`config.mk`:
```
export PLATFORM = sky130hd
export DESIGN_NAME = uart_rx_deserializer
export DESIGN_NICKNAME = d
export VERILOG_FILES = /design/src/rtl/uart_rx_deserializer_pkg.sv /design/src/rtl/bit_synchronizer.sv /design/src/rtl/uart_rx_deserializer.sv
export SDC_FILE = /design/constraint.sdc
export NUM_CORES = 1
export LEC_CHECK = 0
export CORE_MARGIN = 3
export CORE_UTILIZATION = 40
export CTS_BUF_LIST = sky130_fd_sc_hd__clkbuf_2 sky130_fd_sc_hd__clkbuf_4 sky130_fd_sc_hd__clkbuf_8
export CTS_CLUSTER_DIAMETER = 50
export DETAILED_ROUTE_END_ITERATION = 10
export SLEW_MARGIN = 20
export SYNTH_ARGS = -nofsm -noshare
export SYNTH_HDL_FRONTEND = slang
export SYNTH_HIERARCHICAL = 1
export SYNTH_SLANG_ARGS = --single-unit
```
`constraint.sdc`:
```
create_clock -name clk -period 1.9 [get_ports clk]
set_input_delay 0.38 -clock clk [delete_from_list [all_inputs] [get_ports clk]]
set_output_delay 0.38 -clock clk [all_outputs]
set_load 0.005 [all_outputs]
```
`src/rtl/uart_rx_deserializer_pkg.sv`:
```
// uart_rx_deserializer_pkg
// Shared constants and types for the UART receive path.
//   - PARITY_* : parity mode encodings used by the PARITY parameter
//   - OVERSAMPLING_16 : default oversampling ratio shared with the baud generator
//   - rx_state_t : receive FSM state encoding
//   - parity_target() : value that XOR(data, parity bit) must equal for a mode
package uart_rx_deserializer_pkg;

   localparam int PARITY_NONE = 0;
   localparam int PARITY_ODD  = 1;
   localparam int PARITY_EVEN = 2;

   localparam int OVERSAMPLING_16 = 16;

   typedef enum logic [2:0] {
      ST_IDLE   = 3'd0,
      ST_START  = 3'd1,
      ST_DATA   = 3'd2,
      ST_PARITY = 3'd3,
      ST_STOP   = 3'd4
   } rx_state_t;

   // Odd parity: data bits plus parity bit contain an odd number of ones.
   function automatic logic parity_target(input int parity_mode);
      case (parity_mode)
         PARITY_ODD:  return 1'b1;
         PARITY_EVEN: return 1'b0;
         default:     return 1'b0;
      endcase
   endfunction

endpackage

```
`src/rtl/bit_synchronizer.sv`:
```
// bit_synchronizer
// Two-flop synchronizer per bit for asynchronous inputs, with a selectable
// reset value so idle-high lines (rx, cts) do not glitch low out of reset.
//   clk   : destination clock
//   reset : asynchronous active-high reset, loads RESET_VALUE into both stages
//   d     : asynchronous input(s)
//   q     : synchronized output(s), 2 clk latency
module bit_synchronizer #(
   parameter int   WIDTH       = 1,
   parameter logic RESET_VALUE = 1'b1
) (
   input  logic             clk,
   input  logic             reset,
   input  logic [WIDTH-1:0] d,
   output logic [WIDTH-1:0] q
);

   genvar gi;
   generate
      for (gi = 0; gi < WIDTH; gi = gi + 1) begin : g_bit
         logic [1:0] stages_reg;

         always_ff @(posedge clk or posedge reset) begin
            if (reset) begin
               stages_reg <= {2{RESET_VALUE}};
            end else begin
               stages_reg <= {stages_reg[0], d[gi]};
            end
         end

         assign q[gi] = stages_reg[1];
      end
   endgenerate

endmodule

```
`src/rtl/uart_rx_deserializer.sv`:
```
// uart_rx_deserializer
// Oversampled UART receiver: finds the start bit, samples each bit at its
// centre (LSB first), checks optional parity and the stop bit, and offers the
// result on a single-entry valid/ready holding register.
//   clk, reset  : clock and asynchronous active-high reset
//   rxTick      : one-clk enable at BAUD_RATE x OVERSAMPLING
//   rx          : asynchronous serial input, idle high
//   rxData      : held byte, valid while rxValid
//   rxValid     : holding register full
//   rxReady     : consumer accept (handshake on rxValid && rxReady)
//   parityError : parity mismatch for the held byte
//   frameError  : stop bit sampled low for the held byte
//   overrun     : one-clk pulse when a frame completes into a full holder
//   busy        : receiver FSM not idle
module uart_rx_deserializer
   import uart_rx_deserializer_pkg::*;
#(
   parameter int DATA_BITS    = 8,
   parameter int OVERSAMPLING = OVERSAMPLING_16,
   parameter int PARITY       = PARITY_NONE
) (
   input  logic                 clk,
   input  logic                 reset,
   input  logic                 rxTick,
   input  logic                 rx,
   output logic [DATA_BITS-1:0] rxData,
   output logic                 rxValid,
   input  logic                 rxReady,
   output logic                 parityError,
   output logic                 frameError,
   output logic                 overrun,
   output logic                 busy
);

   localparam int CW = $clog2(OVERSAMPLING);
   localparam int BW = $clog2(DATA_BITS + 1);

   localparam logic [CW-1:0] CNT_MID  = CW'(OVERSAMPLING / 2 - 1);
   localparam logic [CW-1:0] CNT_LAST = CW'(OVERSAMPLING - 1);
   localparam logic [CW-1:0] CNT_ONE  = CW'(1);
   localparam logic [BW-1:0] IDX_LAST = BW'(DATA_BITS - 1);
   localparam logic [BW-1:0] IDX_ONE  = BW'(1);

   localparam logic PARITY_EN  = (PARITY != PARITY_NONE);
   localparam logic PARITY_REF = parity_target(PARITY);

   // ---------------------------------------------------------------
   // Input synchronizer
   // ---------------------------------------------------------------
   logic rx_sync;

   bit_synchronizer #(
      .WIDTH       (1),
      .RESET_VALUE (1'b1)
   ) u_rx_sync (
      .clk   (clk),
      .reset (reset),
      .d     (rx),
      .q     (rx_sync)
   );

   // ---------------------------------------------------------------
   // Receive FSM
   // ---------------------------------------------------------------
   rx_state_t            state_reg,      state_next;
   logic [CW-1:0]        sample_cnt_reg, sample_cnt_next;
   logic [BW-1:0]        bit_idx_reg,    bit_idx_next;
   logic [DATA_BITS-1:0] shift_reg,      shift_next;
   logic                 parity_bad_reg, parity_bad_next;
   logic                 commit;
   logic                 commit_frame_error;

   always_ff @(posedge clk or posedge reset) begin
      if (reset) begin
         state_reg      <= ST_IDLE;
         sample_cnt_reg <= '0;
         bit_idx_reg    <= '0;
         shift_reg      <= '0;
         parity_bad_reg <= 1'b0;
      end else begin
         state_reg      <= state_next;
         sample_cnt_reg <= sample_cnt_next;
         bit_idx_reg    <= bit_idx_next;
         shift_reg      <= shift_next;
         parity_bad_reg <= parity_bad_next;
      end
   end

   always_comb begin
      state_next         = state_reg;
      sample_cnt_next    = sample_cnt_reg;
      bit_idx_next       = bit_idx_reg;
      shift_next         = shift_reg;
      parity_bad_next    = parity_bad_reg;
      commit             = 1'b0;
      commit_frame_error = 1'b0;

      case (state_reg)
         ST_IDLE: begin
            if (rxTick && !rx_sync) begin
               sample_cnt_next = '0;
               parity_bad_next = 1'b0;
               state_next      = ST_START;
            end
         end

         // Re-check the line half a bit in; a high sample means the falling
         // edge was noise, so drop back without producing anything.
         ST_START: begin
            if (rxTick) begin
               if (sample_cnt_reg == CNT_MID) begin
                  if (!rx_sync) begin
                     sample_cnt_next = '0;
                     bit_idx_next    = '0;
                     state_next      = ST_DATA;
                  end else begin
                     state_next = ST_IDLE;
                  end
               end else begin
                  sample_cnt_next = sample_cnt_reg + CNT_ONE;
               end
            end
         end

         // Samples are a full bit apart from the start-bit centre, so each
         // one lands mid-bit. LSB arrives first, hence the right shift.
         ST_DATA: begin
            if (rxTick) begin
               if (sample_cnt_reg == CNT_LAST) begin
                  sample_cnt_next = '0;
                  shift_next      = {rx_sync, shift_reg[DATA_BITS-1:1]};
                  bit_idx_next    = bit_idx_reg + IDX_ONE;
                  if (bit_idx_reg == IDX_LAST) begin
                     state_next = PARITY_EN ? ST_PARITY : ST_STOP;
                  end
               end else begin
                  sample_cnt_next = sample_cnt_reg + CNT_ONE;
               end
            end
         end

         ST_PARITY: begin
            if (rxTick) begin
               if (sample_cnt_reg == CNT_LAST) begin
                  sample_cnt_next = '0;
                  parity_bad_next = ((^shift_reg) ^ rx_sync) != PARITY_REF;
                  state_next      = ST_STOP;
               end else begin
                  sample_cnt_next = sample_cnt_reg + CNT_ONE;
               end
            end
         end

         // Leave at the stop-bit centre rather than its end so a following
         // start edge half a bit later is still caught.
         ST_STOP: begin
            if (rxTick) begin
               if (sample_cnt_reg == CNT_LAST) begin
                  sample_cnt_next    = '0;
                  commit             = 1'b1;
                  commit_frame_error = !rx_sync;
                  state_next         = ST_IDLE;
               end else begin
                  sample_cnt_next = sample_cnt_reg + CNT_ONE;
               end
            end
         end

         default: begin
            state_next = ST_IDLE;
         end
      endcase
   end

   // ---------------------------------------------------------------
   // Holding register and handshake
   // ---------------------------------------------------------------
   logic [DATA_BITS-1:0] data_reg,         data_next;
   logic                 valid_reg,        valid_next;
   logic                 parity_error_reg, parity_error_next;
   logic                 frame_error_reg,  frame_error_next;
   logic                 overrun_reg,      overrun_next;
   logic                 handshake;

   assign handshake = valid_reg && rxReady;

   always_comb begin
      data_next         = data_reg;
      valid_next        = valid_reg && !handshake;
      parity_error_next = parity_error_reg;
      frame_error_next  = frame_error_reg;
      overrun_next      = 1'b0;

      if (commit) begin
         // A same-cycle accept frees the slot, so the new frame still lands.
         if (!valid_reg || handshake) begin
            data_next         = shift_reg;
            parity_error_next = parity_bad_reg;
            frame_error_next  = commit_frame_error;
            valid_next        = 1'b1;
         end else begin
            overrun_next = 1'b1;
         end
      end
   end

   always_ff @(posedge clk or posedge reset) begin
      if (reset) begin
         data_reg         <= '0;
         valid_reg        <= 1'b0;
         parity_error_reg <= 1'b0;
         frame_error_reg  <= 1'b0;
         overrun_reg      <= 1'b0;
      end else begin
         data_reg         <= data_next;
         valid_reg        <= valid_next;
         parity_error_reg <= parity_error_next;
         frame_error_reg  <= frame_error_next;
         overrun_reg      <= overrun_next;
      end
   end

   assign rxData      = data_reg;
   assign rxValid     = valid_reg;
   assign parityError = parity_error_reg;
   assign frameError  = frame_error_reg;
   assign overrun     = overrun_reg;
   assign busy        = (state_reg != ST_IDLE);

endmodule
```
==> metrics.txt, run 1 <==
largest net degree at the start of global routing=33; Clock transition at path regs=0.07 ns; Yosys reg bits=34; worst skew pair latency=0.28 ns; Die X=69.89 um; Remaining DRCs=0; CTS tree=done; min Tclk post-route=1.784 ns; most used flip-flop cell after synthesis=dfrtp_1; Die ar.=4885 sq um; leakage=about 0.94 nW; Placed Instances=204; Cell variety after synth=38; Mean Syn Cell Area=12.01 sq um; via count=around 1100; max_slew headroom=73.17%; sequential share of the synthesized area=52.26%; Cell Rows=22; vias per cell=5.097; post-route ant nets=0; WP data arrival=1.95 ns; worst path required time=2.07 ns; YS warnings=6; VDD IR max=0.5454 mV; final instance area=2039 sq um; Die Y-Extent=69.89 um; first-pass GRT wire length=5471 um; Clock Path Buffers=2; fin cells=217; RePlAce Congestion=approximately 0.86; drt pass-1 iters=4; Setup Crit Path Kind=flop to flop; final hold violation count=0; Slew @ Worst Pin=0.4025 ns; antenna violations before repair=0; GR Util All Layers=14.28%; port bufs=17; Num CTS Buffers=5; endpoints failing setup=0; Crit. End Element=flop; synthesized net count=between 100 and 150; async set or reset register ratio after synthesis=100.0%; worst-path fanout max=6; gr ovfl total=0; fin crit share=between 90% and 100%; area leader, netlist=dfrtp_1; status=finished, final reports clean; clk_skew=0.008700 ns; Final nets=~180; Detail Placement HPWL=2208 um; number of flops mapped to enable cells by yosys=0; final wirelength=between 3000 and 4000 um; P per Cell Area=942.4 nW/um^2; Achievable Freq=560.7 MHz; share of layout cells above drive strength 1=roughly a third; WL per Instance=14.14 um; Synth area leaders=dfrtp_1 49%, mux2_2 13%, xnor2_1 4.3%, dfstp_2 3.2%, o21ai_0 2.1%; Syn Inst Count=136; share of the synthesized area in the top cell type=49.04%; maxcap violations=0; CTS sink cnt=34; H-tree levels=2; Mapped Area=1633 sq um; Ant. Diodes=0; top post-synthesis cells by count=32 x dfrtp_1, 19 x mux2_2, 8 x nand2_1, 8 x nor2_1, 8 x xnor2_1; placed inst area=around 1900 sq um; Layout area overhead=24.90%; initial core utilization=42.98%; Ports=18; most common cell in the netlist=dfrtp_1; Final Slew Violations=0; RSZ-0062 raised after global routing=false; root buffer cell=clkbuf_8; CP startpoint kind=flop; vias in the first global route=1161; core area=between 3000 and 4000 sq um; drt initial violations=77; worst hold path class=flop to flop
==> cells by family after synthesis <==
| family | Yosys count | synth area share [%] |
|---|---|---|
| AOI/OAI and AO/OA | 21 | 9.963 |
| muxes | 21 | 14.41 |
| DFF | 34 | 52.26 |
| xor gates and xnor gates | 10 | 5.364 |
| adders and majority gates | 2 | 1.532 |
| buffers and inverters | 11 | 3.678 |
| and+or+nand+nor | 37 | 12.80 |
==> report_power, final <==
group,switching (mW),internal [mW]
Sequential,0.0701,0.785
Clock,0.240,0.324
Combinational,0.227,0.276
Total,0.537,1.38
==> layout by cell type, fill, tap and decap left out, types with 2 or more instances in the layout <==
cell and n:
nor2_1 7, nand3_1 4, dfstp_2 2, mux2_2 19
nand2_1 8, nand2b_1 4, clkbuf_8 6, clkbuf_4 2
o21ai_1 2, xnor2_1 8, nand3b_1 2, buf_4 14
a22o_1 2, clkdlybuf4s50_1 16, xor2_1 2, a31oi_1 3
o21ai_0 7, inv_1 5, nand4_1 2, dfrtp_1 31
==> critical path, cell delays in order, from the launching register on <==
cell and delay [ns]:
dfrtp_1 0.39, ha_2 0.22, nand2_2 0.12, o21a_1 0.23
o311ai_4 0.34, nor4_1 0.10, a211o_1 0.28
==> routing by layer <==
layer	track usage [%]	wire length [um]	up-vias	part of all wire (%)
li1	-	-	539	-
met1	18.27	1379	534	45
met2	21.83	1481	27	48
met3	5.755	155	6	5.1
met4	5.106	51	0	1.7
met5	0	0	-	0
==> worst paths after layout <==
path / startpoint / end / slack [ns] / cells after the start
max: sample_cnt_reg[0]$_DFFE_PP0P_ / sample_cnt_reg[3]$_DFFE_PP0P_ / 0.12 / 6
min: u_rx_sync/g_bit[0].stages_reg[0]$_DFF_PP1_ / u_rx_sync/g_bit[0].stages_reg[1]$_DFF_PP1_ / 0.36 / 0
max reg2reg: sample_cnt_reg[0]$_DFFE_PP0P_ / sample_cnt_reg[3]$_DFFE_PP0P_ / 0.12 / 6
min reg2reg: u_rx_sync/g_bit[0].stages_reg[0]$_DFF_PP1_ / u_rx_sync/g_bit[0].stages_reg[1]$_DFF_PP1_ / 0.36 / 0
max in group asynchronous: reset / state_reg[1]$_DFFE_PP0P_ / 1.07 / 3
min in group asynchronous: reset / u_rx_sync/g_bit[0].stages_reg[1]$_DFF_PP1_ / 0.47 / 2
==> cell type report <==
type	count	area, sq um
clock buffer	8	97.59
timing repair buffer	31	277.8
tap	48	60.06
multi-input combinational	91	730.7
fill	339	1759
sequential	34	854.6
inverter	5	18.77
==> repair_timing <==
action,CTS,global route
gates resized for setup,1,4
cloned,0,0
pin swaps,0,1
setup buffers,2,3
hold buffers,0,0
setup endpoints to repair,1,5
==> per-stage QoR <==
step | hold slack (ns) | utilization, % | power (mW) | TNS (ns) | worst slack (ns)
floorplan | 0.2915 | - | 1.215 | 0 | 0.1706
CTS | 0.3660 | 52.73 | 1.920 | 0 | 0.01038
global placement | 0.3483 | 49.74 | 1.312 | -0.01319 | -0.01319
global route | 0.3668 | 53.69 | 2.052 | 0 | 0.003854
detailed placement | 0.3569 | 49.74 | 1.331 | -0.1888 | -0.07009
finish | 0.3635 | 53.69 | 1.922 | 0 | 0.1164
Note: power is estimated with default switching activity, not from simulation.
==> run 2, diff against run 1 <==
--- a/config.mk
+++ b/config.mk
@@ -10,6 +10,8 @@
 export CTS_BUF_LIST = sky130_fd_sc_hd__clkbuf_2 sky130_fd_sc_hd__clkbuf_4 sky130_fd_sc_hd__clkbuf_8
 export CTS_CLUSTER_DIAMETER = 50
 export DETAILED_ROUTE_END_ITERATION = 10
+export DONT_BUFFER_PORTS = 1
+export GPL_ROUTABILITY_DRIVEN = 0
 export SLEW_MARGIN = 20
 export SYNTH_ARGS = -nofsm -noshare
 export SYNTH_HDL_FRONTEND = slang
==> run 2 against run 1 <==
First-iteration DRC count down 5.2%. Critical path depth down 1. Total power up 8.3%. Sequential share of layout area up 3.8 points. Register-to-register slack about the same. Worst setup slack worse by 0.010 ns. Sequential power down 0.6%. Final area down 8.3%. Count of clock-buffer cells in the layout down 2. Cell count down 11%. Via count down 7.1%. Critical path type unchanged. Largest cell class unchanged. Highest routed layer unchanged.
==> metrics.txt, run 2 (synthesis gave the netlist of run 1 again) <==
endpoints failing setup=0 (unchanged); port bufs=0 (-17); min Tclk post-route=1.794 ns (+0.01003 ns); final instance area=1871 sq um (-8.3%); Final nets=152 (-13%); WP data arrival=1.95 ns (about the same); first-pass GRT wire length=4926 um (-10%); Layout area overhead=14.56%; final worst slack=0.1064 ns (-0.01003 ns); drt initial violations=73 (-5.2%); gr ovfl total=0 (unchanged); Fillers=354 (+4.4%); TNS Setup=0 ns (unchanged); core area=3799 sq um (unchanged); Detail Placement HPWL=1954 um (-11%); Clock transition at path regs=0.07 ns (about the same); Remaining DRCs=0 (unchanged); largest net degree at the start of global routing=21 (-36%); Num CTS Buffers=5 (unchanged); Cell Rows=22 (unchanged); clk_skew=0.004957 ns (-0.003743 ns); P per Cell Area=1113 nW/um^2 (+18%); Achievable Freq=557.5 MHz (-0.56%); Largest stage delay, worst path=0.49 ns (+0.10 ns); Crit. End Element=flop; antenna violations before repair=0 (unchanged); root buffer cell=clkbuf_8; RSZ-0062 raised after global routing=false; via count=1028 (-7.1%); CP Buf/Inv Count=0 (unchanged); total power=2.082 mW (+8.3%); max_slew headroom=62.67% (-10 points); maxcap violations=0 (unchanged); vias per cell=5.299 (+4.0%); Die X=69.89 um (unchanged); CTS tree=done; multi-input logic area=719.4 sq um (-1.5%); WL per Instance=14.03 um (-0.80%); most frequent cells in the layout=31 x dfrtp_1, 19 x mux2_2, 8 x nand2_1, 8 x nor2_1, 8 x xnor2_1; worst hold path class=primary input to asynchronous set/reset pin; Ports=18 (unchanged); fin crit share=94.40% (+0.53 points); drt pass-1 iters=4 (unchanged); CTS sink cnt=34 (unchanged); H-tree levels=2 (unchanged); pre-CTS WS=0.06380 ns (+0.1339 ns); sequence of cells on the critical path=or3_4 -> and2_4 -> o21ai_4 -> nor3b_2 -> mux2_1; worst skew pair latency=0.28 ns (about the same); status=finished, final reports clean; Ant. Diodes=0 (unchanged); sequential cell area=854.6 sq um (unchanged); leakage=0.8597 nW (-8.3%); worst-path fanout max=10 (+4); Die ar.=4885 sq um (unchanged); CP startpoint kind=flop; Final Slew Violations=0 (unchanged); worst path required time=2.06 ns (about the same); final wirelength=2721 um (-11%); Die Y-Extent=69.89 um (unchanged); CP delay by family, top=simple AND/OR/NAND/NOR gates; final hold violation count=0 (unchanged); post-route ant nets=0 (unchanged); placed inst area=1702 sq um (-9.9%); VDD IR max=0.5678 mV (+4.1%); GR Util All Layers=12.76% (-1.5 points); Setup Crit Path Kind=flop to flop; share of layout cells above drive strength 1=30.14% (-1.8 points); Slew @ Worst Pin=0.5593 ns (+0.1568 ns); Clock Path Buffers=2 (unchanged); most common cell after layout, fill and taps aside=dfrtp_1; initial core utilization=42.98% (unchanged); vias in the first global route=1041 (-10%); CP max stage cell=dfrtp_2
## run 2: changes by cell type in the layout (fill, tap and decap cells not counted), sizes merged
cell and delta:
clkbuf -2, dlygate4sd3 +1, clkdlybuf4s50 -16, dlymetal6s2s -1, bufinv +2, buf -7
## run 2: metal layers
layer	track usage, %	routed length [um]	vias up
met2	19.31	1308	27
met4	6.809	44	0
met3	5.324	172	5
li1	-	-	495
met1	15.38	1195	501
met5	0	0	-
## run 2: power by group
| group | internal, mW | switching [mW] | total (mW) | leakage, nW |
|---|---|---|---|---|
| Sequential | 0.785 | 0.0656 | 0.850 | 0.460 |
| Combinational | 0.214 | 0.203 | 0.417 | 0.328 |
| Clock | 0.559 | 0.254 | 0.814 | 0.0714 |
| Total | 1.56 | 0.523 | 2.08 | 0.860 |
## run 2: layout make-up
type / count / share of cell area [%]
clock inverters: 2 / 3.211
flip-flops and latches: 34 / 45.69
repair buffers: 8 / 4.013
well taps: 48 / 3.211
clock buffers: 6 / 4.415
inverters: 5 / 1.003
multi-input cells: 91 / 38.46
## run 2: stage by stage
stage	utilization [%]	instances	hold WS [ns]
floorplan	-	136	0.2915
global placement	44.80	183	0.2978
detailed placement	44.80	183	0.3081
CTS	48.81	192	0.04148
global route	49.24	194	0.04332
finish	49.24	194	0.03320
## run 2: path summary, 6_finish.rpt
check,startpoint,endpoint,slack (ns),cells after the start
worst max-delay path,state_reg[1]$_DFFE_PP0P_,state_reg[2]$_DFFE_PP0P_,0.11,5
worst min-delay path,reset,frameError$_DFFE_PP0P_,0.03,1
worst max register to register,state_reg[1]$_DFFE_PP0P_,state_reg[2]$_DFFE_PP0P_,0.11,5
worst min register to register,u_rx_sync/g_bit[0].stages_reg[0]$_DFF_PP1_,u_rx_sync/g_bit[0].stages_reg[1]$_DFF_PP1_,0.36,0
max in group asynchronous,reset,u_rx_sync/g_bit[0].stages_reg[0]$_DFF_PP1_,1.31,2
min in group clk,rx,u_rx_sync/g_bit[0].stages_reg[0]$_DFF_PP1_,0.09,0
## run 2: repair_timing
item                       4_1_cts  5_1_grt
setup endpoints to repair        0       11
resized for setup                0        1
buffers inserted                 0        2
hold buffers                     1        0
hold endpoints to repair         2        0
